<file path="src/rtl/keypad_scan_if.sv">
// Keypad pin bundle plus the accepted-key output toward the hex-digit shift register.
// master = scan controller, slave = keypad / downstream side.
interface keypad_scan_if;
    logic [3:0] row;
    logic [3:0] col;
    logic [3:0] key;
    logic       key_valid;

    modport master (
        input  row,
        output col,
        output key,
        output key_valid
    );

    modport slave (
        output row,
        input  col,
        input  key,
        input  key_valid
    );
endinterface

</file>
<file path="src/rtl/keypad_scan_ctrl.sv">
// 4x4 keypad scanner: one-hot column drive, row synchronizer, press/release debounce,
// and a single key_valid pulse with the hex code per accepted key press.
module keypad_scan_ctrl #(
    parameter int SCAN_DIV        = 100,
    parameter int DEBOUNCE_CYCLES = 2000
) (
    input  logic          clk,
    input  logic          reset,
    keypad_scan_if.master kp
);
    localparam int DIV_W = $clog2(SCAN_DIV);
    localparam int DEB_W = $clog2(DEBOUNCE_CYCLES);
    localparam logic [DIV_W-1:0] DWELL_LAST = DIV_W'(SCAN_DIV - 1);
    localparam logic [DEB_W-1:0] DEB_LAST   = DEB_W'(DEBOUNCE_CYCLES - 1);

    typedef enum logic [1:0] {SCAN, DEBOUNCE, HOLD, RELEASE} state_t;

    state_t           state;
    logic [3:0]       row_p0;
    logic [3:0]       row_p1;
    logic [3:0]       cap_row;
    logic [3:0]       col_r;
    logic [3:0]       key_r;
    logic             kv_r;
    logic [DIV_W-1:0] dwell;
    logic [DEB_W-1:0] deb_cnt;

    function automatic logic is_one_hot(input logic [3:0] v);
        return (v != 4'b0000) && ((v & (v - 4'd1)) == 4'b0000);
    endfunction

    function automatic logic [3:0] next_col(input logic [3:0] c);
        return {c[2:0], c[3]};
    endfunction

    function automatic logic [1:0] enc(input logic [3:0] v);
        logic [1:0] idx;
        idx = 2'd0;
        case (v)
            4'b0010: idx = 2'd1;
            4'b0100: idx = 2'd2;
            4'b1000: idx = 2'd3;
            default: idx = 2'd0;
        endcase
        return idx;
    endfunction

    // Keypad legend: rows 1 2 3 A / 4 5 6 B / 7 8 9 C / * 0 # D, with * = E and # = F.
    function automatic logic [3:0] key_code(input logic [3:0] r, input logic [3:0] c);
        logic [3:0] code;
        code = 4'h0;
        case ({enc(r), enc(c)})
            4'h0: code = 4'h1;
            4'h1: code = 4'h2;
            4'h2: code = 4'h3;
            4'h3: code = 4'hA;
            4'h4: code = 4'h4;
            4'h5: code = 4'h5;
            4'h6: code = 4'h6;
            4'h7: code = 4'hB;
            4'h8: code = 4'h7;
            4'h9: code = 4'h8;
            4'hA: code = 4'h9;
            4'hB: code = 4'hC;
            4'hC: code = 4'hE;
            4'hD: code = 4'h0;
            4'hE: code = 4'hF;
            default: code = 4'hD;
        endcase
        return code;
    endfunction

    // Stage p0/p1: two-flop synchronizer; row_p1 is the only row value the FSM looks at.
    always_ff @(posedge clk or negedge reset) begin
        if (!reset) begin
            row_p0 <= 4'b0000;
            row_p1 <= 4'b0000;
        end else begin
            row_p0 <= kp.row;
            row_p1 <= row_p0;
        end
    end

    always_ff @(posedge clk) begin
        if (state == SCAN && dwell == DWELL_LAST && is_one_hot(row_p1)) begin
            cap_row <= row_p1;
        end
    end

    always_ff @(posedge clk or negedge reset) begin
        if (!reset) begin
            state   <= SCAN;
            col_r   <= 4'b0001;
            dwell   <= '0;
            deb_cnt <= '0;
            key_r   <= 4'h0;
            kv_r    <= 1'b0;
        end else begin
            kv_r <= 1'b0;
            case (state)
                SCAN: begin
                    deb_cnt <= '0;
                    if (dwell == DWELL_LAST) begin
                        dwell <= '0;
                        if (is_one_hot(row_p1)) begin
                            state <= DEBOUNCE;
                        end else begin
                            col_r <= next_col(col_r);
                        end
                    end else begin
                        dwell <= dwell + DIV_W'(1);
                    end
                end
                DEBOUNCE: begin
                    if (row_p1 != cap_row) begin
                        state   <= SCAN;
                        col_r   <= next_col(col_r);
                        dwell   <= '0;
                        deb_cnt <= '0;
                    end else if (deb_cnt == DEB_LAST) begin
                        state   <= HOLD;
                        key_r   <= key_code(cap_row, col_r);
                        kv_r    <= 1'b1;
                        deb_cnt <= '0;
                    end else begin
                        deb_cnt <= deb_cnt + DEB_W'(1);
                    end
                end
                HOLD: begin
                    if (row_p1 == 4'b0000) begin
                        state   <= RELEASE;
                        deb_cnt <= '0;
                    end
                end
                RELEASE: begin
                    // A bounce back to nonzero rows returns to HOLD without a new pulse.
                    if (row_p1 != 4'b0000) begin
                        state <= HOLD;
                    end else if (deb_cnt == DEB_LAST) begin
                        state   <= SCAN;
                        col_r   <= next_col(col_r);
                        dwell   <= '0;
                        deb_cnt <= '0;
                    end else begin
                        deb_cnt <= deb_cnt + DEB_W'(1);
                    end
                end
                default: state <= SCAN;
            endcase
        end
    end

    assign kp.col       = col_r;
    assign kp.key       = key_r;
    assign kp.key_valid = kv_r;
endmodule

</file>
<file path="src/flat_wrapper.sv">
// flat-port wrapper written by rule: the top's interface ports become plain ports
module keypad_scan_ctrl_flat 
#(
    parameter int SCAN_DIV        = 100,
    parameter int DEBOUNCE_CYCLES = 2000
)
  (clk, reset, kp_row, kp_col, kp_key, kp_key_valid);
  keypad_scan_if kp_i ();
  input  logic clk;
  input  logic reset;
  input wire logic [$bits(kp_i.row)-1:0] kp_row;
  output wire logic [$bits(kp_i.col)-1:0] kp_col;
  output wire logic [$bits(kp_i.key)-1:0] kp_key;
  output wire logic [$bits(kp_i.key_valid)-1:0] kp_key_valid;
  assign kp_i.row = kp_row;
  assign kp_col = kp_i.col;
  assign kp_key = kp_i.key;
  assign kp_key_valid = kp_i.key_valid;
  keypad_scan_ctrl #(.SCAN_DIV(SCAN_DIV), .DEBOUNCE_CYCLES(DEBOUNCE_CYCLES)) u_core (.clk(clk), .reset(reset), .kp(kp_i));
endmodule
</file>
<file path="config.mk">
export PLATFORM = sky130hd
export DESIGN_NAME = keypad_scan_ctrl_flat
export DESIGN_NICKNAME = d
export VERILOG_FILES = /design/src/rtl/keypad_scan_if.sv /design/src/rtl/keypad_scan_ctrl.sv /design/src/flat_wrapper.sv
export SDC_FILE = /design/constraint.sdc
export NUM_CORES = 1
export LEC_CHECK = 0
export CORE_MARGIN = 2
export CORE_UTILIZATION = 58
export CTS_CLUSTER_DIAMETER = 60
export DETAILED_ROUTE_END_ITERATION = 7
export PLACE_DENSITY = 0.89
export SYNTH_ARGS = -nofsm -noshare
export SYNTH_HDL_FRONTEND = slang
export SYNTH_SLANG_ARGS = --single-unit
</file>
<file path="constraint.sdc">
create_clock -name clk -period 2.8 [get_ports clk]
set_clock_uncertainty 0.2 [all_clocks]
set_input_delay 0.56 -clock clk [delete_from_list [all_inputs] [get_ports clk]]
set_output_delay 0.56 -clock clk [all_outputs]
set_load 0.1 [all_outputs]
</file>
==> results.json <==
{
  "status": "complete, no violations",
  "clock-sinks": 41,
  "place_ws_ps": 438,
  "ctsResizeCount": 0,
  "synth_seq_area_share_pct": 46.5,
  "cts_hold_buffers": 0,
  "synth_area_um2": 2250,
  "clkTransAtPathRegs_ps": 80,
  "die_h_um": 66.3,
  "ys_top_cells_by_area": "dfrtp_1 (40%), edfxtp_1 (5.3%), mux2_4 (4.0%)",
  "first_pass_iters": 4,
  "power-per-cell-area_nw_per_um2": 445,
  "area_growth_pct": 10.8,
  "grt_pass1_wl_mm": 7.30,
  "rows": 22,
  "fin_nets": 244,
  "yosysTopAreaCell": "dfrtp_1",
  "grt.total_usage_pct": 22.0,
  "setup_viol": 0,
  "drt_iter0_drc": 75,
  "crit_slowest_cell": "nor3_1",
  "ant_nets": 0,
  "clock_path_buffers": 2,
  "yosys_warnings": 0,
  "avgSynthCellArea_um2": 10.4,
  "cts-root-buf": "clkbuf_8",
  "crit_buf_inv": 1,
  "finalSetupTns_ps": 0,
  "ys_async_sr_fraction_pct": 90.2,
  "path_class": "register to register",
  "rsz0062_at_grt": "no",
  "drc": 0,
  "min_period_ps": 2350,
  "synth.distinct_cells": 52,
  "setup.worst_path.end_class": "register",
  "instances_no_fill": 280,
  "antennaDiodeCount": 0,
  "io_pins": 15,
  "drive_above_1_share_pct": 18.1,
  "report.final.slew_viol_count": 0,
  "core-area_um2": 3690,
  "wire_per_inst_um": 15.4,
  "synth_flop_cell": "dfrtp_1",
  "grt_overflow_total": 0,
  "cts_tree": "built",
  "grt_max_degree": 38,
  "cp_cell_sequence": "xnor2_1, nor3_1, inv_1, ha_1, a22o_1, mux2_4",
  "dieArea_um2": 4400,
  "drv_cap": 0,
  "startpoint_type": "register",
  "die_width_um": 66.3,
  "synthesis.nets": 229,
  "slowest_delay_ps": 470,
  "fin_util_pct": 67.6,
  "leakagePower_uw": 0.00115,
  "syn_inst": 216,
  "synth_top_area_share_pct": 40.0,
  "htree_levels": 2,
  "fill_cells": 287,
  "clock_latency_ps": 300,
  "vias": 1670,
  "period_share_pct": 83.9,
  "antenna_found_initial": 0,
  "post_dp_cell_area_um2": 2380,
  "worst-path-max-fanout": 5,
  "relSlewSlack_pct": 44.6,
  "stdcell_area_um2": 2490,
  "hold_path_class": "input pin to asynchronous set/reset pin",
  "start_util_pct": 61.0,
  "arrival_ps": 2330,
  "dp.cells": 272,
  "finalWorstSetupSlack_ps": 450,
  "peakVddDrop_mv": 0.361,
  "cp.required_ps": 2780,
  "portBuffers": 14,
  "synth_edf_count": 4,
  "numCtsBuffers": 5,
  "wl_mm": 4.32,
  "post-cts-setup-buffers": 0,
  "ys_ff_latch": 41,
  "hold_viol": 0,
  "cp_top_family": "simple AND/OR/NAND/NOR gates",
  "post-dp-hpwl_mm": 2.94,
  "max_clock_freq_ghz": 0.425,
  "worst_pin_slew_ps": 831,
  "grt_pass1_vias": 1595,
  "vias_per_cell": 5.96,
  "gp_congestion": 0.904
}
==> layout make-up <==
class	instances	area (um^2)	share of cell area, %
clock buffers	5	68.8	2.76
inverters	5	18.8	0.752
repair buffers	16	128	5.12
flip-flops and latches	41	1050	42.0
well taps	48	60.1	2.41
multi-input cells	162	1130	45.3
clock inverters	3	41.3	1.65
==> report_power, final <==
part	internal, uW	total, uW	switching [uW]
Sequential	605	612	6.92
Combinational	10.6	26.8	16.2
Clock	262	472	210
Total	878	1110	233
==> cell usage after synthesis, drive strengths merged, types with 4 or more instances <==
master  count
nor2b       4
ha          7
buf         5
nor3        7
dfrtp      36
nor2       18
o21ai      20
inv         5
mux2i       7
edfxtp      4
a22o        7
mux2        9
xnor2       8
and3        5
nand4       7
nand2      22
nand3       5
==> metal layers <==
| layer | GRT usage, % | part of all wire [%] |
|---|---|---|
| met2 | 38.0 | 50 |
| met1 | 27.1 | 43 |
| met3 | 4.60 | 4.6 |
| met5 | 0 | 0 |
| met4 | 7.91 | 1.7 |
==> layout by cell type (no fill, tap or decap), types with 4 or more instances in the layout <==
cell	n
o21ai_0	17
clkdlybuf4s50_1	4
nand2_1	22
mux2_4	6
nor3_1	6
edfxtp_1	4
nand4_1	6
nor2_1	18
a22o_1	7
nand3_1	5
mux2i_1	7
dfrtp_1	36
and3_1	4
clkbuf_8	5
xnor2_1	8
buf_4	11
ha_1	7
inv_1	5
==> worst paths after layout <==
check / start / end / slack, ps / depth (start not counted)
min in group clk: u_core.row_p0[1]$_DFF_PN0_ / u_core.row_p1[1]$_DFF_PN0_ / 160 / 0
worst min-delay path: reset / u_core.kp.key[2]$_DFFE_PN0P_ / 160 / 1
worst max register to register: u_core.kp.col[3]$_DFFE_PN0P_ / u_core.kp.key[2]$_DFFE_PN0P_ / 450 / 6
worst max-delay path: u_core.kp.col[3]$_DFFE_PN0P_ / u_core.kp.key[2]$_DFFE_PN0P_ / 450 / 6
worst min register to register: u_core.row_p0[1]$_DFF_PN0_ / u_core.row_p1[1]$_DFF_PN0_ / 160 / 0
max in group asynchronous: reset / u_core.row_p1[2]$_DFF_PN0_ / 1720 / 1
==> cells by family after synthesis <==
family,synth area share [%]
buffers and inverters,3.22
AO/OA/AOI/OAI,12.1
multiplexers,8.62
AND/OR/NAND/NOR,22.1
XOR/XNOR,3.50
flip-flops,46.5
adder cells (fa/ha/maj),3.89
==> sequential cells by signal, indices dropped and copies added, names as in the netlist <==
name,count
u_core.kp.key_valid,1
u_core.cap_row,4
u_core.row_p1,4
u_core.kp.col,4
u_core.row_p0,4
u_core.deb_cnt,11
u_core.state,2
u_core.kp.key,4
u_core.dwell,7
==> metrics by stage <==
stage | power [uW] | hold slack [ps]
finish | 1110 | 156
global route | 1150 | 167
CTS | 1120 | 160
detailed placement | 651 | 142
global placement | 650 | 132
floorplan | 634 | 64.4
==> worst register-to-register path, stage by stage, from the launching register on <==
cell and delay, ps:
dfrtp_1 450, xnor2_1 150, nor3_1 470, inv_1 180, ha_1 330, a22o_1 200
mux2_4 260
Power figures use the tool's default switching activity.
